--- config.mk ---
export PLATFORM = sky130hd
export DESIGN_NAME = wb_periph_splitter
export DESIGN_NICKNAME = d
export VERILOG_FILES = /design/src/rtl/wb_periph_splitter.sv
export SDC_FILE = /design/constraint.sdc
export NUM_CORES = 1
export LEC_CHECK = 0
export BUFFER_PORTS_ARGS = -buffer_cell sky130_fd_sc_hd__clkbuf_2
export CAP_MARGIN = 15
export CORE_ASPECT_RATIO = 0.8
export CORE_MARGIN = 5
export CORE_UTILIZATION = 40
export CTS_BUF_LIST = sky130_fd_sc_hd__clkbuf_2 sky130_fd_sc_hd__clkbuf_4 sky130_fd_sc_hd__clkbuf_8
export CTS_CLUSTER_DIAMETER = 150
export DETAILED_ROUTE_END_ITERATION = 8
export GPL_ROUTABILITY_DRIVEN = 0
export PLACE_DENSITY = 0.73
export SLEW_MARGIN = 30
export SYNTH_ARGS = -nofsm -noshare
export SYNTH_HDL_FRONTEND = slang
export SYNTH_SLANG_ARGS = --single-unit
--- constraint.sdc ---
create_clock -name wb_clk_i -period 2.5 [get_ports wb_clk_i]
set_clock_uncertainty 0.2 [all_clocks]
set_input_delay 0.125 -clock wb_clk_i [delete_from_list [all_inputs] [get_ports wb_clk_i]]
set_output_delay 0.125 -clock wb_clk_i [all_outputs]
set_load 0.005 [all_outputs]
--- src/rtl/wb_periph_splitter.sv ---
// Wishbone classic 1-to-N peripheral splitter with decode-miss and
// slave-timeout error responses plus a saturating error counter.
module wb_periph_splitter #(
    parameter int          NUM_SLAVES     = 4,
    parameter logic [7:0]  BASE_HI        = 8'h30,
    parameter int          TIMEOUT_CYCLES = 255,
    parameter logic [31:0] ERR_DATA       = 32'hDEAD_BEEF
) (
    input  logic                     wb_clk_i,
    input  logic                     wb_rst_ni,
    input  logic                     wbs_cyc_i,
    input  logic                     wbs_stb_i,
    input  logic                     wbs_we_i,
    input  logic [3:0]               wbs_sel_i,
    input  logic [31:0]              wbs_adr_i,
    input  logic [31:0]              wbs_dat_i,
    output logic [31:0]              wbs_dat_o,
    output logic                     wbs_ack_o,
    output logic [NUM_SLAVES-1:0]    m_cyc_o,
    output logic [NUM_SLAVES-1:0]    m_stb_o,
    output logic                     m_we_o,
    output logic [3:0]               m_sel_o,
    output logic [31:0]              m_adr_o,
    output logic [31:0]              m_dat_o,
    input  logic [32*NUM_SLAVES-1:0] m_dat_i,
    input  logic [NUM_SLAVES-1:0]    m_ack_i,
    output logic                     err_pulse_o,
    output logic [7:0]               err_count_o
);

    localparam int             TW    = $clog2(TIMEOUT_CYCLES + 1);
    localparam logic [4:0]     NS5   = 5'(NUM_SLAVES);
    localparam logic [TW-1:0]  TLAST = TW'(TIMEOUT_CYCLES - 1);

    typedef enum logic [1:0] {
        IDLE,
        BUSY,
        RESP
    } state_t;

    state_t                  state_q;
    state_t                  state_d;
    logic [3:0]              slot_q;
    logic [TW-1:0]           tcnt_q;
    logic                    req;
    logic                    hit;
    logic                    abort;
    logic                    tmo;
    logic                    sel_ack;
    logic [31:0]             sel_dat;
    logic [NUM_SLAVES-1:0]   onehot;
    logic [7:0]              cnt_next;

    assign req      = wbs_cyc_i & wbs_stb_i;
    assign hit      = (wbs_adr_i[31:24] == BASE_HI) &&
                      ({1'b0, wbs_adr_i[19:16]} < NS5);
    assign abort    = ~wbs_cyc_i;
    assign tmo      = (tcnt_q == TLAST);
    assign cnt_next = (err_count_o == 8'hFF) ? err_count_o
                                             : err_count_o + 8'd1;

    // Per-slot muxing: latched slot for the response path, live address
    // for the select being launched.
    always_comb begin
        sel_ack = 1'b0;
        sel_dat = '0;
        onehot  = '0;
        for (int k = 0; k < NUM_SLAVES; k++) begin
            if (slot_q == 4'(k)) begin
                sel_ack = m_ack_i[k];
                sel_dat = m_dat_i[32*k +: 32];
            end
            if (wbs_adr_i[19:16] == 4'(k)) begin
                onehot[k] = 1'b1;
            end
        end
    end

    always_ff @(posedge wb_clk_i) begin
        if (!wb_rst_ni) begin
            state_q <= IDLE;
        end else begin
            state_q <= state_d;
        end
    end

    always_comb begin
        state_d = state_q;
        unique case (state_q)
            IDLE: begin
                if (req) begin
                    state_d = hit ? BUSY : RESP;
                end
            end
            BUSY: begin
                if (abort) begin
                    state_d = IDLE;
                end else if (sel_ack || tmo) begin
                    state_d = RESP;
                end
            end
            RESP:    state_d = IDLE;
            default: state_d = IDLE;
        endcase
    end

    always_ff @(posedge wb_clk_i) begin
        if (!wb_rst_ni) begin
            wbs_dat_o   <= '0;
            wbs_ack_o   <= 1'b0;
            m_cyc_o     <= '0;
            m_stb_o     <= '0;
            m_we_o      <= 1'b0;
            m_sel_o     <= '0;
            m_adr_o     <= '0;
            m_dat_o     <= '0;
            err_pulse_o <= 1'b0;
            err_count_o <= '0;
            slot_q      <= '0;
            tcnt_q      <= '0;
        end else begin
            wbs_ack_o   <= 1'b0;
            err_pulse_o <= 1'b0;
            unique case (state_q)
                IDLE: begin
                    if (req) begin
                        m_we_o  <= wbs_we_i;
                        m_sel_o <= wbs_sel_i;
                        m_adr_o <= wbs_adr_i;
                        m_dat_o <= wbs_dat_i;
                        slot_q  <= wbs_adr_i[19:16];
                        tcnt_q  <= '0;
                        if (hit) begin
                            m_cyc_o <= onehot;
                            m_stb_o <= onehot;
                        end else begin
                            wbs_ack_o   <= 1'b1;
                            wbs_dat_o   <= ERR_DATA;
                            err_pulse_o <= 1'b1;
                            err_count_o <= cnt_next;
                        end
                    end
                end
                BUSY: begin
                    tcnt_q <= tcnt_q + TW'(1);
                    if (abort) begin
                        m_cyc_o <= '0;
                        m_stb_o <= '0;
                    end else if (sel_ack) begin
                        m_cyc_o   <= '0;
                        m_stb_o   <= '0;
                        wbs_ack_o <= 1'b1;
                        wbs_dat_o <= sel_dat;
                    end else if (tmo) begin
                        m_cyc_o     <= '0;
                        m_stb_o     <= '0;
                        wbs_ack_o   <= 1'b1;
                        wbs_dat_o   <= ERR_DATA;
                        err_pulse_o <= 1'b1;
                        err_count_o <= cnt_next;
                    end
                end
                default: begin
                    m_cyc_o <= '0;
                    m_stb_o <= '0;
                end
            endcase
        end
    end

endmodule

# ---- Word-level counts from Yosys, hierarchy flattened
# Index checks and enable logic that the tools add are counted.
dict set report classes {
  addsub 2
  magnitude_cmp 1
  eq_ne 19
  muxes 47
  bitwise_logic 1
  n_reduce_logical 12
}
# op n
set op_table {}
lappend op_table {{$mux 32} 9}
lappend op_table {{$pmux 32 s2} 1}
lappend op_table {{$mux 8} 7}
lappend op_table {{$pmux 8 s2} 2}
lappend op_table {{$mux 4} 5}
lappend op_table {{$add 8x1->8 const B} 2}
lappend op_table {{$eq 4x2->1 const B} 4}
lappend op_table {{$eq 8x8->1 const B} 2}
lappend op_table {{$mux 1} 15}
lappend op_table {{$ne 2x2->1 const B} 6}
lappend op_table {{$eq 4x1->1 const B} 2}
lappend op_table {{$eq 8x6->1 const B} 1}
lappend op_table {{$logic_not 4->1} 2}
lappend op_table {{$mux 2} 4}
lappend op_table {{$pmux 4 s2} 1}
lappend op_table {{$ne 3x3->1 const B} 2}
lappend op_table {{$reduce_and 2->1} 3}
lappend op_table {{$reduce_and 6->1} 1}
lappend op_table {{$reduce_and 5->1} 1}
lappend op_table {{$lt 4x3->1 const B} 1}
lappend op_table {{$ne 4x4->1 const B} 1}
lappend op_table {{$pmux 1 s2} 2}
lappend op_table {{$pmux 2 s2} 1}
lappend op_table {{$reduce_and 3->1} 1}
lappend op_table {{other kinds (6)} 6}
dict set report word_totals {
  reg_bits 129
  inputBits 205
  output_inout_bits 119
}

# ---- Logic depth before layout (Yosys ltp)
# Gate-level depths: netlist of run 1.
dict set report depth {
  ltp_word 9
  ltp_mapped 9
  ltp_nobuf 7
}

# ---- Worst setup path after synthesis of run 1
# Ideal clock, no wire load.
dict set report synth_timing {
  path_type {reg-to-reg}
  from {register m_adr_o[17] (netlist name)}
  to {register err_count_o[5]}
  setup_time_ns 0.072
  arrival_time_ns 1.768
  path_slack_ns 0.460
  path_stages_with_launch 8
  cell_sequence {dfxtp_1 -> buf_2 -> mux2i_1 -> o22a_2 -> o221ai_2 -> buf_4 -> nor4_1 -> mux2i_1}
}
# item line
set synth_lines {}
lappend synth_lines {{to (signal assigned)} 140} ;# err_count_o <= cnt_next;
lappend synth_lines {{to (signal assigned)} 160} ;# err_count_o <= cnt_next;
lappend synth_lines {{to (decl)} 28} ;# output logic [7:0] err_count_o

==> results.py, run 1 <==
metrics = {
    "outcome": {
        "run_status": "complete, no violations",
    },
    "route": {
        "route.vias.total": 6340,
        "detail_route.iter0.violations": 341,
        "drt-vias-per-instance": 5.096,
        "firstDrtPassIters": 5,
        "drt_wl_total_um": 20330,
        "wl_per_cell_um": 16.34,
        "ant_nets": 0,
        "drc_errors": 0,
    },
    "final_layout": {
        "syn2layout_area_growth_pct": 56.74,
        "final_area_mm2": 0.008786,
        "final-instance-count-excl-fill": 1244,
        "post-route-util": 0.6439,
        "sequential_cell_area_mm2": 0.002505,
        "n_fill_cell": 1160,
        "fin_nets": 1258,
        "multi_input_area_mm2": 0.002826,
        "final_layout_size_suffix_gt1_frac": 0.3819,
    },
    "critical_path": {
        "endpoint_kind": "register",
        "critPathArrivalTime_ns": 2.53,
        "critPathMaxStageDelay_ns": 0.58,
        "worstSetupStartpointType": "register",
        "worstPathRequired_ns": 2.67,
        "cp_max_stage_cell": "sky130_fd_sc_hd__dlygate4sd3_1",
        "timing.rr.start": "m_adr_o[17]",
        "slack_of_the_worst_reg_to_reg_path_ns": 0.14,
        "timing.setup.critical_path_class": "reg -> reg",
        "worstRegToRegCells": 6,
        "worstReg2RegEnd": "wbs_dat_o[29]",
        "timing.critical_path.cells": "buf_4 > mux2i_1 > dlygate4sd3_1 > o21ai_0 > o2111ai_1 > a21oi_1",
        "critical_path_buf_inv_count": 2,
        "critPathTopFamily": "buffers and inverters",
        "critical_path_fanout_max": 43,
    },
    "timing": {
        "report.final.setup_viol": 0,
        "timing_max_transition_violations_final": 0,
        "finalHoldViolCount": 0,
        "post_route_fraction_of_the_period_consumed_by_the_critical_path": 0.9448,
        "final.setup.worst_slack_ns": 0.1379,
        "tightest_slew_ns": 0.5782,
        "final.setup.tns_ns": 0,
        "max_slew_margin": 0.6145,
        "min_period_ns": 2.362,
        "grt_setup_unrepaired": "no",
        "fmax_mhz": 423.3,
        "hold_ws_ns": 0.09641,
    },
    "pwr": {
        "ir_worst_vdd_v": 0.0004229,
        "pwr_density_cell_mw_per_mm2": 550.2,
        "cellLeakagePower_nw": 3.875,
        "finalPower_mw": 4.834,
    },
    "floorplan": {
        "floorplan.initialDensity": 0.4108,
        "design.die.area_mm2": 0.01650,
        "core_area_mm2": 0.01365,
        "num_rows": 38,
        "boundaryPins": 324,
        "die-height_um": 115.9,
        "die_span_in_x_um": 142.4,
    },
    "synthesis": {
        "synth-seq-cells": 125,
        "synth_enable_flop_cells": 0,
        "synthesized_area_per_cell_um2": 8.610,
        "yosysTopAreaCell": "sky130_fd_sc_hd__dfxtp_1",
        "gate_count_after_technology_mapping": 651,
        "synth_compound_gate_area_share": 0.1761,
        "post_synth_and_or_nand_nor_area_fraction": 0.1949,
        "warning_count_from_the_yosys_run": 0,
        "synth_seq_area_share": 0.4464,
        "yosys-mux-area-fraction": 0.1217,
        "synth.cell_area_mm2": 0.005605,
        "netlist-cell-type-count": 46,
        "synth.top_cell.area_share": 0.4464,
        "synth_area_leaders": "sky130_fd_sc_hd__dfxtp_1 45%, sky130_fd_sc_hd__nand2_1 12%, sky130_fd_sc_hd__mux4_2 9.6%",
        "synth_top_family_by_area": "simple AND/OR/NAND/NOR gates",
        "synth-main-ff-cell": "sky130_fd_sc_hd__dfxtp_1",
        "synth_xor_area_frac": 0.003125,
        "synth_fp_nets": 859,
        "synth_async_reset_ratio": 0,
        "synth_adder_area_share": 0.006696,
    },
    "clock_network": {
        "cts-root-buf": "sky130_fd_sc_hd__clkbuf_8",
        "clk_slew_on_worst_s_h_paths_ns": 0.08,
        "clock_sinks": 125,
        "clk_latency_ns": 0.44,
        "htree_num_levels": 4,
        "tritoncts.num_buffers": 17,
        "cts_tree": "built",
        "cts_max_path_bufs": 2,
    },
    "placement": {
        "pre_cts_ws_ns": 0.2901,
        "placed_instance_area_mm2": 0.007335,
        "count_of_buffers_from_port_buffering": 323,
        "place.detailed.hpwl_um": 14160,
        "numPlacedInstances": 1110,
    },
    "grt": {
        "gr_usage_total": 0.2400,
        "grt.overflow.total": 0,
        "first_global_vias": 6157,
        "antenna_violations_before_repair": 0,
        "grt_first_pass_wirelength_um": 31280,
        "grt_start_max_net_pins": 57,
    },
    "flow_run": {
        "timing.max_cap.violations": 0,
    },
    "min_path": {
        "holdPathStages": 4,
        "hold_path_class": "in -> reg",
        "min-delay-start": "m_dat_i[117]",
        "min_to": "wbs_dat_o[21]",
    },
}
Yosys cell counts (2+ instances only):
library cell                number
sky130_fd_sc_hd__buf_1           3
sky130_fd_sc_hd__buf_4           7
sky130_fd_sc_hd__buf_2          10
sky130_fd_sc_hd__or4_1           3
sky130_fd_sc_hd__nand2b_1        4
sky130_fd_sc_hd__nor3_1          4
sky130_fd_sc_hd__dfxtp_1       125
sky130_fd_sc_hd__nor2_1         34
sky130_fd_sc_hd__nor4b_1         2
sky130_fd_sc_hd__a21oi_1        88
sky130_fd_sc_hd__nor2b_1         3
sky130_fd_sc_hd__ha_1            3
sky130_fd_sc_hd__o2111ai_1       8
sky130_fd_sc_hd__and3_1          2
sky130_fd_sc_hd__clkbuf_1       35
sky130_fd_sc_hd__a311oi_1       24
sky130_fd_sc_hd__mux2i_1        13
sky130_fd_sc_hd__xor2_1          2
sky130_fd_sc_hd__mux4_2         24
sky130_fd_sc_hd__nand4_1         5
sky130_fd_sc_hd__buf_6           2
sky130_fd_sc_hd__o211ai_1        2
sky130_fd_sc_hd__or3_1           3
sky130_fd_sc_hd__nand3_1        10
sky130_fd_sc_hd__or2_2           2
sky130_fd_sc_hd__o21ai_0        20
sky130_fd_sc_hd__a22o_1          4
sky130_fd_sc_hd__o31ai_1         4
sky130_fd_sc_hd__nand2_1       183
sky130_fd_sc_hd__inv_1           4
sky130_fd_sc_hd__nor4_1          3
where the power goes:
group	switching [mW]	leakage, nW	internal, mW
clock	0.902	0.212	1.02
sequential	0.0454	1.02	2.07
combinational	0.364	2.64	0.429
total	1.31	3.87	3.52
layout by cell type (no fill, tap or decap), types with 2 or more instances in the layout:
cell type / Yosys / routed
sky130_fd_sc_hd__clkbuf_2: 0 / 323
sky130_fd_sc_hd__nand2_1: 183 / 182
sky130_fd_sc_hd__dfxtp_1: 125 / 123
sky130_fd_sc_hd__dlygate4sd3_1: 0 / 101
sky130_fd_sc_hd__a21oi_1: 88 / 88
sky130_fd_sc_hd__nor2_1: 34 / 34
sky130_fd_sc_hd__mux4_2: 24 / 24
sky130_fd_sc_hd__a311oi_1: 24 / 24
sky130_fd_sc_hd__o21ai_0: 20 / 20
sky130_fd_sc_hd__clkbuf_8: 0 / 17
sky130_fd_sc_hd__mux2i_1: 13 / 13
sky130_fd_sc_hd__nand3_1: 10 / 10
sky130_fd_sc_hd__buf_4: 7 / 9
sky130_fd_sc_hd__o2111ai_1: 8 / 8
sky130_fd_sc_hd__inv_6: 0 / 6
sky130_fd_sc_hd__nand4_1: 5 / 5
sky130_fd_sc_hd__inv_1: 4 / 4
sky130_fd_sc_hd__nand2b_1: 4 / 4
sky130_fd_sc_hd__nor3_1: 4 / 4
sky130_fd_sc_hd__o31ai_1: 4 / 4
sky130_fd_sc_hd__a22o_1: 4 / 4
sky130_fd_sc_hd__buf_12: 0 / 4
sky130_fd_sc_hd__nor2b_1: 3 / 3
sky130_fd_sc_hd__or3_1: 3 / 3
sky130_fd_sc_hd__nor4_1: 3 / 3
sky130_fd_sc_hd__or4_1: 3 / 3
sky130_fd_sc_hd__ha_1: 3 / 3
sky130_fd_sc_hd__bufinv_16: 0 / 3
sky130_fd_sc_hd__o211ai_1: 2 / 2
sky130_fd_sc_hd__and3_1: 2 / 2
sky130_fd_sc_hd__xor2_1: 2 / 2
sky130_fd_sc_hd__or2_2: 2 / 2
sky130_fd_sc_hd__clkinvlp_4: 0 / 2
sky130_fd_sc_hd__clkinv_4: 0 / 2
sky130_fd_sc_hd__inv_8: 0 / 2
sky130_fd_sc_hd__dfxtp_2: 0 / 2
timing repair:
item,4_1_cts,5_1_grt
hold buffers,101,0
endpoints found under the setup margin,0,12
setup buffers,0,0
gates resized for setup,0,1
endpoints found under the hold margin,89,0
layer usage:
| layer | wire (um) | track usage | up-vias |
|---|---|---|---|
| li1 | - | - | 3103 |
| met1 | 8275 | 0.2912 | 2989 |
| met2 | 10330 | 0.4137 | 214 |
| met3 | 1272 | 0.06724 | 34 |
| met4 | 453 | 0.08106 | 0 |
| met5 | 0 | 0 | - |
cells by family after synthesis:
| family | Yosys count |
|---|---|
| adder cells (fa/ha/maj) | 3 |
| buffers and inverters | 62 |
| AND/OR/NAND/NOR | 262 |
| multiplexers | 38 |
| flip-flops | 125 |
| XOR/XNOR | 2 |
| AO/OA/AOI/OAI | 159 |
worst max-delay path by stage:
stage	slack, ns	start	endpoint	cells after the start
floorplan	0.46	m_adr_o[17]	err_count_o[5]	7
global placement	0.29	wbs_adr_i[24]	wbs_dat_o[28]	6
detailed placement	0.29	wbs_adr_i[24]	wbs_dat_o[7]	6
CTS	0.20	state_q[0]	m_stb_o[1]	6
global route	0.06	state_q[0]	m_stb_o[1]	6
finish	0.14	m_adr_o[17]	wbs_dat_o[29]	6
layout make-up:
class / instances / share of cell area
Clock buffer: 17 / 0.02663
Inverter: 5 / 0.002279
Antenna cell: 1 / 0.0002848
Multi-Input combinational cell: 464 / 0.3217
Sequential cell: 125 / 0.2851
Tap cell: 180 / 0.02563
Timing Repair Buffer: 437 / 0.3159
Clock inverter: 15 / 0.02250
registers in the layout, summed over array words and instances (netlist names):
register     count
m_adr_o         32
err_pulse_o      1
m_we_o           1
m_stb_o          4
state_q          2
tcnt_q           8
wbs_ack_o        1
m_dat_o         32
m_sel_o          4
err_count_o      8
wbs_dat_o       32
worst register-to-register path: cells and delay by family (launching register included):
family | cells | cell delay, ns
buffers and inverters | 2 | 1.06
AOI/OAI and AO/OA | 3 | 0.49
DFF | 1 | 0.37
muxes | 1 | 0.18
Note: power is estimated with default switching activity, not from simulation.
==> run 2: changes to the inputs <==
--- a/config.mk
+++ b/config.mk
@@ -5,7 +5,6 @@
 export SDC_FILE = /design/constraint.sdc
 export NUM_CORES = 1
 export LEC_CHECK = 0
-export BUFFER_PORTS_ARGS = -buffer_cell sky130_fd_sc_hd__clkbuf_2
 export CAP_MARGIN = 15
 export CORE_ASPECT_RATIO = 0.8
 export CORE_MARGIN = 5
@@ -13,8 +12,9 @@
 export CTS_BUF_LIST = sky130_fd_sc_hd__clkbuf_2 sky130_fd_sc_hd__clkbuf_4 sky130_fd_sc_hd__clkbuf_8
 export CTS_CLUSTER_DIAMETER = 150
 export DETAILED_ROUTE_END_ITERATION = 8
+export DONT_BUFFER_PORTS = 1
 export GPL_ROUTABILITY_DRIVEN = 0
-export PLACE_DENSITY = 0.73
+export PLACE_DENSITY = 0.53
 export SLEW_MARGIN = 30
 export SYNTH_ARGS = -nofsm -noshare
 export SYNTH_HDL_FRONTEND = slang
==> run 2 against run 1 <==
Effect of this change: hold slack got worse by 0.054 ns; highest routed layer unchanged; via count down 18%; combinational power fell by 33%; critical path type unchanged; total power shrank 4.6%; routed wire length down 8.0%.
==> results.py, run 2 (same netlist as run 1, synthesis figures left out) <==
metrics = {
    "final_layout": {
        "syn2layout_area_growth_pct": 28.66,
        "fin_nets": 941,
        "largestRegisters": "m_adr_o: 32 flops, m_dat_o: 32 flops, wbs_dat_o: 32 flops",
        "final_layout_size_suffix_gt1_frac": 0.1075,
        "final_cell_mix": "182 x sky130_fd_sc_hd__nand2_1, 123 x sky130_fd_sc_hd__dfxtp_1, 107 x sky130_fd_sc_hd__dlygate4sd3_1",
        "final_area_mm2": 0.007212,
        "final-instance-count-excl-fill": 925,
        "final_common_cell": "sky130_fd_sc_hd__nand2_1",
        "post-route-util": 0.5285,
    },
    "timing": {
        "post_route_fraction_of_the_period_consumed_by_the_critical_path": 0.9401,
        "final.setup.worst_slack_ns": 0.1499,
        "finalHoldViolCount": 0,
        "fmax_mhz": 425.5,
        "hold_ws_ns": 0.04286,
        "grt_setup_unrepaired": "no",
        "timing_max_transition_violations_final": 0,
        "max_slew_margin": 0.5018,
        "tightest_slew_ns": 0.7472,
        "min_period_ns": 2.350,
        "report.final.setup_viol": 0,
        "final.setup.tns_ns": 0,
    },
    "grt": {
        "grt_start_max_net_pins": 76,
        "grt_first_pass_wirelength_um": 28070,
        "antenna_violations_before_repair": 0,
        "top_usage_layer": "met2",
        "gr_usage_total": 0.2177,
        "first_global_vias": 5054,
        "global_route.usage.met1": 0.2507,
        "grt.met2_usage": 0.3703,
        "grt.overflow.total": 0,
        "grtUsageMet3": 0.08086,
    },
    "clock_network": {
        "cts_max_path_bufs": 2,
        "cts-root-buf": "sky130_fd_sc_hd__clkbuf_8",
        "clk_slew_on_worst_s_h_paths_ns": 0.07,
        "clk_latency_ns": 0.42,
        "tritoncts.num_buffers": 17,
        "cts_tree": "built",
        "clock_sinks": 125,
        "htree_num_levels": 4,
    },
    "outcome": {
        "run_status": "complete, no violations",
    },
    "route": {
        "wl_per_cell_um": 20.21,
        "drc_errors": 0,
        "drt_wl_total_um": 18700,
        "firstDrtPassIters": 5,
        "route.vias.total": 5182,
        "detail_route.iter0.violations": 345,
        "drt-vias-per-instance": 5.602,
        "ant_nets": 0,
    },
    "critical_path": {
        "critical_path_buf_inv_count": 2,
        "critPathArrivalTime_ns": 2.44,
        "critPathMaxStageDelay_ns": 0.57,
        "timing.setup.critical_path_class": "reg -> reg",
        "worstReg2RegEnd": "wbs_dat_o[28]",
        "worstPathRequired_ns": 2.59,
        "timing.critical_path.to": "wbs_dat_o[28]",
        "critical_path_fanout_max": 32,
        "slack_of_the_worst_reg_to_reg_path_ns": 0.15,
        "critPathTopFamily": "buffers and inverters",
        "worstRegToRegCells": 5,
        "critPathLaunch": "m_adr_o[16]",
        "timing.rr.start": "m_adr_o[16]",
        "crit_cells": 5,
        "timing.critical_path.cells": "buf_4 > mux4_2 > dlygate4sd3_1 > nand2_1 > a311oi_1",
        "endpoint_kind": "register",
        "cp_max_stage_cell": "sky130_fd_sc_hd__dlygate4sd3_1",
        "worstSetupStartpointType": "register",
    },
    "placement": {
        "place.detailed.hpwl_um": 12840,
        "numPlacedInstances": 787,
        "count_of_buffers_from_port_buffering": 0,
        "pre_cts_ws_ns": 0.3479,
        "placed_instance_area_mm2": 0.005705,
    },
    "pwr": {
        "netSwitchingPower_mw": 1.094,
        "cellLeakagePower_nw": 2.510,
        "p_int_mw": 3.520,
        "power.sequential.fraction": 0.468,
        "fraction_of_power_consumed_by_the_clock_network": 0.417,
        "ir_worst_vdd_v": 0.0004160,
        "pwr_density_cell_mw_per_mm2": 639.8,
        "switching_share": 0.2371,
        "finalPower_mw": 4.614,
        "combinationalPowerShare": 0.116,
    },
    "floorplan": {
        "num_rows": 38,
        "core_area_mm2": 0.01365,
        "boundaryPins": 324,
        "die-height_um": 115.9,
        "floorplan.initialDensity": 0.4108,
        "design.die.area_mm2": 0.01650,
        "die_span_in_x_um": 142.4,
    },
    "min_path": {
        "hold_path_class": "in -> reg",
    },
    "flow_run": {
        "timing.max_cap.violations": 0,
    },
}
-- run 2: what timing repair did --
action                     CTS  global route
hold buffers               107             0
hold endpoints to repair    92             0
buffers inserted             0             0
setup endpoints to repair    0             6
gates resized for setup      0             1
-- run 2: area by class of cell --
| type | instances | area (um^2) |
|---|---|---|
| Antenna cell | 1 | 2.502 |
| Fill cell | 1206 | 6434 |
| Clock buffer | 23 | 291.5 |
| Tap cell | 180 | 225.2 |
| Clock inverter | 7 | 137.6 |
| Timing Repair Buffer | 120 | 1210 |
| Multi-Input combinational cell | 464 | 2820 |
| Inverter | 5 | 20.02 |
| Sequential cell | 125 | 2505 |
-- run 2: worst reg2reg max path, cell delays in order (launching register included) --
cell                            delay [ns]
sky130_fd_sc_hd__dfxtp_2              0.36
sky130_fd_sc_hd__buf_4                0.38
sky130_fd_sc_hd__mux4_2               0.56
sky130_fd_sc_hd__dlygate4sd3_1        0.57
sky130_fd_sc_hd__nand2_1              0.07
sky130_fd_sc_hd__a311oi_1             0.08
-- run 2: per-layer routing --
layer | vias to the layer above | part of all wire
li1 | 2461 | -
met1 | 2402 | 0.38
met2 | 275 | 0.48
met3 | 44 | 0.10
met4 | 0 | 0.030
met5 | - | 0
-- run 2: worst min path at each step --
stage                       start  slack (ns)       endpoint  cells after the start
floorplan           wbs_adr_i[16]        0.05     m_stb_o[1]                      1
global placement    wbs_adr_i[16]        0.05     m_stb_o[3]                      1
detailed placement  wbs_adr_i[16]        0.06     m_stb_o[1]                      1
CTS                    m_dat_i[7]       0.004   wbs_dat_o[7]                      3
global route          m_dat_i[10]        0.02  wbs_dat_o[10]                      3
finish                 m_dat_i[1]        0.04   wbs_dat_o[1]                      3
-- run 2: power groups by stage --
stage	sequential [mW]	combinational (mW)	clock (mW)
finish	2.16	0.533	1.92
global route	2.16	0.593	2.08
CTS	2.16	0.527	1.98
detailed placement	2.20	0.381	0
global placement	2.20	0.371	0
floorplan	2.17	0.320	0
==> run 3: changes to the inputs <==
--- a/config.mk
+++ b/config.mk
@@ -15,6 +15,7 @@
 export DONT_BUFFER_PORTS = 1
 export GPL_ROUTABILITY_DRIVEN = 0
 export PLACE_DENSITY = 0.53
+export RECOVER_POWER = 50
 export SLEW_MARGIN = 30
 export SYNTH_ARGS = -nofsm -noshare
 export SYNTH_HDL_FRONTEND = slang
==> run 3 against run 2 <==
Effect of this change: design area is 0.23% lower; maximum frequency is 0.37% higher; cell count stayed put; die area stayed put; clock-buffer cell count stayed put; sequential power hardly changed; core utilization is 0.12 points lower; flip-flop and latch count stayed put; total power hardly changed; setup slack better by 0.0086 ns; register-to-register slack hardly changed; critical path type unchanged; critical endpoint unchanged; highest routed layer unchanged.
==> results.py, run 3 (same netlist as run 1, synthesis figures left out) <==
metrics = {
    "clock_network": {
        "clk_slew_on_worst_s_h_paths_ns": 0.07,
        "clk_latency_ns": 0.43,
        "cts_max_path_bufs": 2,
        "clock_sinks": 125,
        "number_of_post_cts_setup_repair_buffers": 0,
        "htree_num_levels": 4,
        "cts_tree": "built",
        "cts-root-buf": "sky130_fd_sc_hd__clkbuf_8",
        "tritoncts.num_buffers": 17,
    },
    "min_path": {
        "hold_path_class": "in -> reg",
    },
    "timing": {
        "grt_setup_unrepaired": "no",
        "post_route_fraction_of_the_period_consumed_by_the_critical_path": 0.9366,
        "fmax_mhz": 427.1,
        "finalHoldViolCount": 0,
        "timing_max_transition_violations_final": 0,
        "tightest_slew_ns": 0.8719,
        "min_period_ns": 2.342,
        "final.setup.tns_ns": 0,
        "max_slew_margin": 0.4187,
        "hold_ws_ns": 0.04205,
        "report.final.setup_viol": 0,
    },
    "placement": {
        "count_of_buffers_from_port_buffering": 0,
        "place.detailed.hpwl_um": 12840,
    },
    "final_layout": {
        "largestRegisters": "m_adr_o: 32 flops, m_dat_o: 32 flops, wbs_dat_o: 32 flops",
        "final_layout_size_suffix_gt1_frac": 0.1062,
        "syn2layout_area_growth_pct": 28.37,
        "post-route-util": 0.5273,
        "final_cell_mix": "182 x sky130_fd_sc_hd__nand2_1, 123 x sky130_fd_sc_hd__dfxtp_1, 107 x sky130_fd_sc_hd__dlygate4sd3_1",
        "final_common_cell": "sky130_fd_sc_hd__nand2_1",
        "fin_nets": 941,
    },
    "route": {
        "drt_wl_total_um": 18700,
        "detail_route.iter0.violations": 384,
        "route.vias.total": 5199,
        "wl_per_cell_um": 20.22,
        "firstDrtPassIters": 5,
        "drt-vias-per-instance": 5.621,
        "drc_errors": 0,
        "ant_nets": 0,
    },
    "pwr": {
        "ir_worst_vdd_v": 0.0004153,
        "pwr_density_cell_mw_per_mm2": 641.2,
        "cellLeakagePower_nw": 2.501,
        "finalPower_mw": 4.614,
    },
    "critical_path": {
        "cp_max_stage_cell": "sky130_fd_sc_hd__dlygate4sd3_1",
        "worstSetupStartpointType": "register",
        "critPathMaxStageDelay_ns": 0.57,
        "critPathArrivalTime_ns": 2.44,
        "timing.setup.critical_path_class": "reg -> reg",
        "critPathTopFamily": "buffers and inverters",
        "critical_path_buf_inv_count": 2,
        "endpoint_kind": "register",
        "critical_path_fanout_max": 32,
        "worstPathRequired_ns": 2.59,
        "timing.critical_path.cells": "buf_4 > mux4_2 > dlygate4sd3_1 > nand2_1 > a311oi_1",
    },
    "grt": {
        "first_global_vias": 5054,
        "grt.overflow.total": 0,
        "gr_usage_total": 0.2177,
        "grt_first_pass_wirelength_um": 28070,
        "antenna_violations_before_repair": 0,
        "grt_start_max_net_pins": 76,
        "global_route.usage.met1": 0.2507,
        "grt.met2_usage": 0.3703,
        "top_usage_layer": "met2",
        "grtUsageMet3": 0.08086,
    },
    "floorplan": {
        "die-height_um": 115.9,
        "design.die.area_mm2": 0.01650,
        "boundaryPins": 324,
        "die_span_in_x_um": 142.4,
        "floorplan.initialDensity": 0.4108,
        "core_area_mm2": 0.01365,
        "num_rows": 38,
    },
    "flow_run": {
        "timing.max_cap.violations": 0,
    },
    "outcome": {
        "run_status": "complete, no violations",
    },
}
-- run 3: cell count changes in the layout (fill, tap and decap cells not counted), sizes merged --
cell / delta
clkbuf: +2
buf: -2
-- run 3: layout make-up --
type | count | area (um^2)
repair buffers | 120 | 1194
well taps | 180 | 225.2
fillers | 1207 | 6450
flip-flops and latches | 125 | 2505
clock inverters | 7 | 137.6
inverters | 5 | 20.02
clock buffers | 23 | 291.5
diodes | 1 | 2.502
multi-input cells | 464 | 2820
-- run 3: worst reg2reg max path, cell delays in order (launching register included) --
cell and delay (ns):
sky130_fd_sc_hd__dfxtp_2 0.36, sky130_fd_sc_hd__buf_4 0.38, sky130_fd_sc_hd__mux4_2 0.55, sky130_fd_sc_hd__dlygate4sd3_1 0.57, sky130_fd_sc_hd__nand2_1 0.07, sky130_fd_sc_hd__a311oi_1 0.08
-- run 3: repair_timing --
item                                    4_1_cts  5_1_grt
resized for setup                             0        1
hold buffers                                107        0
endpoints found under the setup margin        0        6
hold endpoints to repair                     92        0
-- run 3: routing by layer --
metal | wire (um) | up-vias
li1 | - | 2460
met1 | 7223 | 2425
met2 | 9079 | 268
met3 | 1846 | 46
met4 | 551 | 0
met5 | 0 | -
-- run 3: path summary, 6_finish.rpt --
kind	cells past startpoint	to	startpoint	slack [ns]
worst max register to register	5	wbs_dat_o[28]	m_adr_o[16]	0.16
worst min-delay path	3	wbs_dat_o[1]	m_dat_i[1]	0.04
worst min register to register	2	m_dat_o[1]	m_dat_o[1]	0.28
worst max-delay path	5	wbs_dat_o[28]	m_adr_o[16]	0.16
-- run 3: per-stage QoR --
stage	std cells	worst slack [ns]	cell area (um^2)
finish	925	0.1584	7196
global route	924	0.01442	7193
CTS	924	0.1632	7206
detailed placement	787	0.3479	5705
global placement	787	0.4031	5705
floorplan	651	0.4602	5605
-- run 3: power breakdown --
group | leakage, nW | internal (mW) | switching (mW)
registers | 1.02 | 2.08 | 0.0819
clock network | 0.220 | 1.17 | 0.756
logic | 1.26 | 0.271 | 0.259
